===== src/rtl/comparador_pkg.sv =====
// Shared types and sizing helpers for the sequential magnitude comparator.
package comparador_pkg;

  typedef enum logic [1:0] {
    IDLE = 2'd0,
    SCAN = 2'd1,
    DONE = 2'd2
  } state_t;

  function automatic int unsigned num_steps(input int unsigned width,
                                            input int unsigned digit);
    return width / digit;
  endfunction

  // Index counter width; a single-step scan still needs a one-bit counter.
  function automatic int unsigned idx_width(input int unsigned width,
                                            input int unsigned digit);
    int unsigned n;
    n = width / digit;
    if (n <= 1) return 1;
    return $clog2(n);
  endfunction

endpackage


===== src/rtl/comparador_digito.sv =====
// Combinational unsigned compare of one DIGIT-bit slice.
module comparador_digito #(
  parameter int unsigned DIGIT = 1
) (
  input  logic [DIGIT-1:0] dig_a,
  input  logic [DIGIT-1:0] dig_b,
  output logic             gt,
  output logic             lt
);

  assign gt = (dig_a > dig_b);
  assign lt = (dig_a < dig_b);

endmodule


===== src/rtl/comparador_secuencial.sv =====
// MSB-first digit-serial magnitude comparator with start/done handshake.
module comparador_secuencial
  import comparador_pkg::*;
#(
  parameter int unsigned WIDTH      = 8,
  parameter int unsigned DIGIT      = 1,
  parameter bit          SIGNED     = 1'b0,
  parameter bit          EARLY_EXIT = 1'b1
) (
  input  logic             clk,
  input  logic             reset,
  input  logic             start,
  input  logic [WIDTH-1:0] word_a,
  input  logic [WIDTH-1:0] word_b,
  output logic             busy,
  output logic             done,
  output logic             w,
  output logic             z,
  output logic             eq
);

  localparam int unsigned N     = num_steps(WIDTH, DIGIT);
  localparam int unsigned IDX_W = idx_width(WIDTH, DIGIT);
  localparam logic [IDX_W-1:0] LAST_IDX = IDX_W'(N - 1);
  // Flipping the sign bit of both operands maps two's-complement order onto unsigned order.
  localparam logic [WIDTH-1:0] MSB_MASK = {SIGNED, {(WIDTH-1){1'b0}}};

  generate
    if ((WIDTH % DIGIT) != 0 || WIDTH < 2) begin : g_bad_params
      $error("comparador_secuencial: WIDTH must be >= 2 and a multiple of DIGIT");
    end
  endgenerate

  state_t           state_q, state_d;
  logic [WIDTH-1:0] a_q, b_q;
  logic [IDX_W-1:0] idx_q;
  logic             found_q, gt_q;
  logic             w_q, eq_q;

  logic [DIGIT-1:0] dig_a, dig_b;
  logic             d_gt, d_lt, diff;
  logic             accept, last, finish;
  logic             gt_fin, found_fin;

  assign dig_a = a_q[idx_q*DIGIT +: DIGIT];
  assign dig_b = b_q[idx_q*DIGIT +: DIGIT];

  comparador_digito #(.DIGIT(DIGIT)) u_digito (
    .dig_a (dig_a),
    .dig_b (dig_b),
    .gt    (d_gt),
    .lt    (d_lt)
  );

  assign diff      = d_gt | d_lt;
  assign accept    = start && (state_q == IDLE || state_q == DONE);
  assign last      = (idx_q == '0);
  assign finish    = last || (EARLY_EXIT && diff);
  // The first differing digit decides the result; later digits never override it.
  assign gt_fin    = found_q ? gt_q : d_gt;
  assign found_fin = found_q | diff;

  always_ff @(posedge clk or posedge reset) begin
    if (reset) state_q <= IDLE;
    else       state_q <= state_d;
  end

  always_comb begin
    state_d = state_q;
    unique case (state_q)
      IDLE:    if (start) state_d = SCAN;
      SCAN:    if (finish) state_d = DONE;
      DONE:    state_d = start ? SCAN : IDLE;
      default: state_d = IDLE;
    endcase
  end

  always_comb begin
    busy = (state_q == SCAN);
    done = (state_q == DONE);
  end

  always_ff @(posedge clk or posedge reset) begin
    if (reset) begin
      a_q     <= '0;
      b_q     <= '0;
      idx_q   <= LAST_IDX;
      found_q <= 1'b0;
      gt_q    <= 1'b0;
      w_q     <= 1'b0;
      eq_q    <= 1'b1;
    end else if (accept) begin
      a_q     <= word_a ^ MSB_MASK;
      b_q     <= word_b ^ MSB_MASK;
      idx_q   <= LAST_IDX;
      found_q <= 1'b0;
      gt_q    <= 1'b0;
    end else if (state_q == SCAN) begin
      if (!found_q && diff) begin
        found_q <= 1'b1;
        gt_q    <= d_gt;
      end
      if (finish) begin
        w_q  <= gt_fin;
        eq_q <= !found_fin;
      end else begin
        idx_q <= idx_q - 1'b1;
      end
    end
  end

  assign w  = w_q;
  assign z  = !w_q;
  assign eq = eq_q;

endmodule


===== config.mk =====
export PLATFORM = sky130hd
export DESIGN_NAME = comparador_secuencial
export DESIGN_NICKNAME = d
export VERILOG_FILES = /design/src/rtl/comparador_pkg.sv /design/src/rtl/comparador_digito.sv /design/src/rtl/comparador_secuencial.sv
export SDC_FILE = /design/constraint.sdc
export NUM_CORES = 1
export LEC_CHECK = 0
export BUFFER_PORTS_ARGS = -buffer_cell sky130_fd_sc_hd__buf_2
export CAP_MARGIN = 30
export CORE_MARGIN = 1.5
export CORE_UTILIZATION = 40
export DETAILED_ROUTE_END_ITERATION = 16
export PLACE_DENSITY = 0.69
export SYNTH_ARGS = -nofsm -noshare
export SYNTH_HDL_FRONTEND = slang
export SYNTH_SLANG_ARGS = --single-unit

===== constraint.sdc =====
create_clock -name clk -period 2.85 [get_ports clk]
set_clock_uncertainty 0.2 [all_clocks]
set_input_delay 0.57 -clock clk [delete_from_list [all_inputs] [get_ports clk]]
set_output_delay 0.57 -clock clk [all_outputs]
set_load 0.005 [all_outputs]

# After elaboration in Yosys (flattened, before gate mapping)
# Cells that the tools add are included.
# totals
register_bits	25
inputBits	19
# op_classes
addsub	1
magnitude_cmp	2
eq_ne	5
shifts	2
n_mux	14
bitwise_logic	3
n_reduce_logical	15
# ops
cell	n
8-bit by 4-bit variable part select with 1-bit output	2
3-bit two-way mux	3
1-bit two-way mux	8
2-bit case mux with 3 select lines	1
2-bit AND reduction	3
2-bit two-way mux	2
2-bit inequality test (second input constant)	2
2-bit nonzero test	2
1-bit logical NOT	3
3-bit logical NOT	1
3-bit AND reduction	1
3-bit by 1-bit subtractor with 3-bit output (second input constant)	1
2-bit by 1-bit equality test with 1-bit output (second input constant)	1
2-bit equality test (second input constant)	1
1-bit logical AND	2
2-bit logical NOT	1
1-bit logical OR	2
2-bit by 1-bit inequality test with 1-bit output (second input constant)	1
1-bit bitwise OR	2
1-bit > comparator	1
1-bit less-than comparator	1
1-bit inverter	1

# Depth between registers and ports, before layout
# depth
word_depth	7
mapped_depth	8
mapped_depth_nobuf	7

# By module
# Synthesis repeated with hierarchy kept, for this count alone.
# hier_totals
hier_cells	122
hier_area_um2	1204.9
# by_module_without_submodules
mod	instances	cells_per_inst	area_each_um2	seq_area_each_um2
comparador_secuencial	1	120	1189.9	630.6
comparador_digito	1	2	15.0	0.0

# Worst setup path after synthesis
# OpenSTA, ideal clock, no wires.
# synth_path
kind	reg2reg
from	reg idx_q[2]
to	reg gt_q
setup_time_ps	142
arrival_ps	2181
setup_slack_ps	326
path_stages_with_launch	8
n_path_buf	1
period_less_slack_ps	2524
cell_sequence	dfstp_2 buf_2 mux4_2 nand2_1 nand2_1 ha_1 nor4b_1 o21ai_0
# synth_between
elab_chain_len	6
elab_cells_between_ends	11
# synth_lines
element	line_no	rtl
start: declaration	comparador_secuencial.sv:36	logic [IDX_W-1:0] idx_q;
start signal: assignment	comparador_secuencial.sv:107	idx_q <= idx_q - 1'b1;
8-bit by 4-bit variable part select with 1-bit output, on equally long branches	comparador_secuencial.sv:45, comparador_secuencial.sv:46	
1-bit > comparator / 1-bit less-than comparator (equally long branches)	comparador_digito.sv:11, comparador_digito.sv:12	
1-bit bitwise OR	comparador_secuencial.sv:55	assign diff = d_gt | d_lt;
1-bit logical AND	comparador_secuencial.sv:99	if (!found_q && diff) begin
2-bit nonzero test (no source line)	--	
2-bit AND reduction (no source line)	--	
end signal: assignment	comparador_secuencial.sv:101	gt_q <= d_gt;
end: declaration	comparador_secuencial.sv:37	logic found_q, gt_q;
# Several ways; a longest one is shown, not always the timed one. The select of a mux whose other input is x is not followed.
# A chain may end at the register's enable or synchronous reset.

# Worst setup path after layout
# layout_path
from	reg idx_q[1]
to	reg gt_q
# Same word-level chain as after synthesis.

==> flow_summary_export.csv <==
group,metric,value,unit
synthesis,synth_sequential_area_ratio,52.89,%
power,internal-power,919.2,µW
global_routing,grt_antenna_before_repair,0,
worst_setup_path,worst_path_dominant_cell_family,"flip-flops",
synthesis,synth_area,1192,µm²
status,outcome,"completed",
clock_tree,max-clock-path-buffers,2,
synthesis,yosysTopAreaCell,"sky130_fd_sc_hd__dfrtp_1",
worst_setup_path,cp-end-kind,"flop",
timing,relSlewSlack,54.52,%
worst_setup_path,cp.arrival,2.53,ns
worst_setup_path,critical-path-top-cell-by-count,"sky130_fd_sc_hd__nand2_1",
worst_setup_path,crit_path_max_incr_delay,0.64,ns
timing,achievable-frequency,395.3,MHz
power,combinationalPowerShare,43.9,%
clock_tree,cts_max_level,1,
placed_design,numPortBuffers,23,
synthesis,yosys-top-cells-area,"sky130_fd_sc_hd__dfrtp_1 (44%), sky130_fd_sc_hd__nand2_1 (17%), sky130_fd_sc_hd__dfstp_2 (8.8%)",
synthesis,synth.ff_latch_count,25,
timing,layout_worst_path_cycle_share,88.76,%
timing,final_slew_violations,0,
synthesis,yosys.area.top_type_share,44.07,%
power,p_leak,0.0007621,µW
placed_design,placed_area,1318,µm²
layout,regArea,630.6,µm²
placed_design,dp.final_hpwl,1.589,mm
layout,fill_cells,277,
timing,worstMarginPinSlew,0.6822,ns
layout,finish.net_count,165,
layout,area_delta_synth_final,16.47,%
synthesis,postSynthCellCount,118,
power,max-vdd-ir-drop,0.6798,mV
synthesis,number_of_enable_type_register_cells_in_the_synthesized_netlist,0,
power,power.share.sequential,45.1,%
drt,totalWireLength,2.176,mm
floorplan,horiz_die_dim,57.60,µm
worst_setup_path,critPathKind,"reg2reg",
worst_setup_path,critical_path.n_buffers_inverters,0,
synthesis,post_synth_num_cell_types,21,
placed_design,pre_cts_slack,0.2110,ns
clock_tree,numCtsBuffers,3,
clock_tree,worstSkewPairLatency,0.31,ns
timing,period_needed,2.530,ns
run,cap_violations,0,
worst_setup_path,worst_setup_path_start_kind,"flop",
worst_setup_path,critical-path-slowest-cell,"sky130_fd_sc_hd__dfstp_2",
power,cellPowerDensity,1052,nW/µm²
layout,multi_input_comb_area,516.7,µm²
clock_tree,tritoncts,"built",
floorplan,core_region_area,2781,µm²
synthesis,yosysWarningCount,0,
worst_hold_path,timing.hold.worst.class,"in2reg",
synthesis,synth_fp_nets,140,
drt,1st_iter_drt_viols,6,
placed_design,placedCellCount,167,
power,clockPowerShare,10.9,%
layout,num_antenna_cells,0,
synthesis,syn_avg_cell_area,10.11,µm²
floorplan,dieArea,3318,µm²
floorplan,starting_utilization_of_the_core_area,42.87,%
layout,finish.utilization,49.93,%
worst_setup_path,cp_cell_sequence,"mux4_2, nand2_1, nand2_1, ha_1, nor4b_2, o21ai_0",
global_routing,first_pass_grt_wire_length,3.891,mm
drt,ant_nets,0,
timing,hold_viol,0,
global_routing,first_global_vias,851,
floorplan,fp-row-count,19,
timing,setup_viol,0,
layout,layout.cell_area.non_filler,1389,µm²
floorplan,io-pin-count,24,
clock_tree,cts.repair_timing.setup_buffer_count,0,
clock_tree,clkSlewWorstSetupHoldPaths,0.14,ns
power,switchingPower,542.3,µW
layout,drive_above_1_share,28.87,%
timing,layout_setup_ws,0.3204,ns
drt,total_drc_errors_in_the_routed_layout,0,
drt,dr_total_vias,823,
placed_design,gp_congestion,0.7307,
clock_tree,clockRootBuffer,"sky130_fd_sc_hd__clkbuf_4",
drt,drtPass1Iterations,2,
drt,post_drt_via_cell_ratio,4.757,
clock_tree,clock_sink_count,25,
worst_setup_path,timing.critical_path.required,2.85,ns
layout,final_cells,173,
synthesis,synth-main-ff-cell,"sky130_fd_sc_hd__dfrtp_1",
drt,wl_per_cell,12.58,µm
global_routing,grt_max_degree,26,
worst_setup_path,crit_fanout,6,
global_routing,globalRouteTotalUtil,15.28,%
timing,setup_total_negative_slack,0,ns
global_routing,overflow,0,
timing,grt_setup_unrepaired,"false",
power,swShare,37.10,%
floorplan,fp.dieH,57.60,µm
synthesis,synth-async-reset-ratio,100.0,%
==> logic make-up (layout without fill, tap and decap cells) <==
family / after synthesis / after routing / synth area share, %
fa+ha+maj: 3 / 3 / 3.148
mux: 11 / 11 / 13.54
simple gates: 66 / 66 / 23.50
compound gates: 3 / 3 / 2.623
flops: 25 / 25 / 52.89
buf+inv: 10 / 34 / 4.301
==> tightest hold or removal path: stages <==
cell	delay (ns)
sky130_fd_sc_hd__buf_2	0.07
sky130_fd_sc_hd__nand2_1	0.04
sky130_fd_sc_hd__nand2_1	0.04
==> final timing paths <==
| kind | from | end | slack, ns | depth (start not counted) |
|---|---|---|---|---|
| worst max-delay path | idx_q[1]$_DFFE_PP1P_ | gt_q$_DFFE_PP0P_ | 0.32 | 6 |
| min in group asynchronous | reset | found_q$_DFFE_PP0P_ | 0.50 | 3 |
| worst min register to register | b_q[1]$_DFFE_PP0P_ | b_q[1]$_DFFE_PP0P_ | 0.29 | 2 |
| worst min-delay path | word_b[5] | b_q[5]$_DFFE_PP0P_ | 0.23 | 3 |
| max in group asynchronous | reset | idx_q[2]$_DFFE_PP1P_ | 1.48 | 4 |
| worst max register to register | idx_q[1]$_DFFE_PP1P_ | gt_q$_DFFE_PP0P_ | 0.32 | 6 |
==> power by group through the flow <==
stage / sequential (µW) / clock [µW] / combinational (µW)
floorplan: 609 / 0 / 544
global placement: 662 / 0 / 609
detailed placement: 670 / 0 / 631
CTS: 661 / 165 / 634
global route: 690 / 180 / 730
finish: 660 / 160 / 642
==> stage by stage <==
stage	power [µW]	hold WS, ns
global placement	1271	0.2710
detailed placement	1300	0.2623
finish	1462	0.2271
global route	1600	0.2300
CTS	1461	0.2190
floorplan	1154	0.2403
==> per-layer routing <==
layer | part of all wire [%] | GRT usage (%) | wire [µm]
met1 | 45 | 19.26 | 971
met2 | 50 | 25.81 | 1098
met3 | 4.0 | 2.494 | 88
met4 | 0.78 | 6.645 | 17
met5 | 0 | 0 | 0
==> registers in the layout (all words and copies together), names as in the netlist <==
| signal | flops |
|---|---|
| w | 1 |
| found_q | 1 |
| idx_q | 3 |
| a_q | 8 |
| eq | 1 |
| state_q | 2 |
| gt_q | 1 |
| b_q | 8 |
==> final cells by class <==
type                    instances  share of cell area (%)
multi-input cells              83                   37.21
clock buffers                   3                   1.622
inverters                       4                   1.081
flip-flops and latches         25                   45.41
clock inverters                 1                  0.3604
repair buffers                 26                   11.53
well taps                      31                   2.793
==> cell usage in the layout (no fill, tap or decap), drive strengths merged <==
master and n:
buf 25, and2b 1, dfstp 4, clkinv 1
mux4 4, clkbuf 3, a21o 1, o21ai 1
mux2i 6, dlygate4sd3 1, nand3 1, nand2b 2
nor4b 1, nor2 3, nor2b 3, mux2 1
a21boi 1, dfrtp 21, nand4 1, ha 3
nand2 54, inv 4
==> what timing repair did <==
item | 4_1_cts | 5_1_grt
hold buffers | 0 | 1
hold endpoints to repair | 0 | 2
gates resized for setup | 0 | 1
endpoints found under the setup margin | 0 | 1
==> cell usage after synthesis, types with 3 or more instances <==
master,count
sky130_fd_sc_hd__nor2b_1,3
sky130_fd_sc_hd__dfstp_2,4
sky130_fd_sc_hd__buf_2,5
sky130_fd_sc_hd__ha_1,3
sky130_fd_sc_hd__nor2_1,3
sky130_fd_sc_hd__inv_1,4
sky130_fd_sc_hd__dfrtp_1,21
sky130_fd_sc_hd__mux4_2,4
sky130_fd_sc_hd__mux2i_1,6
sky130_fd_sc_hd__nand2_1,54
Power figures use the tool's default switching activity.
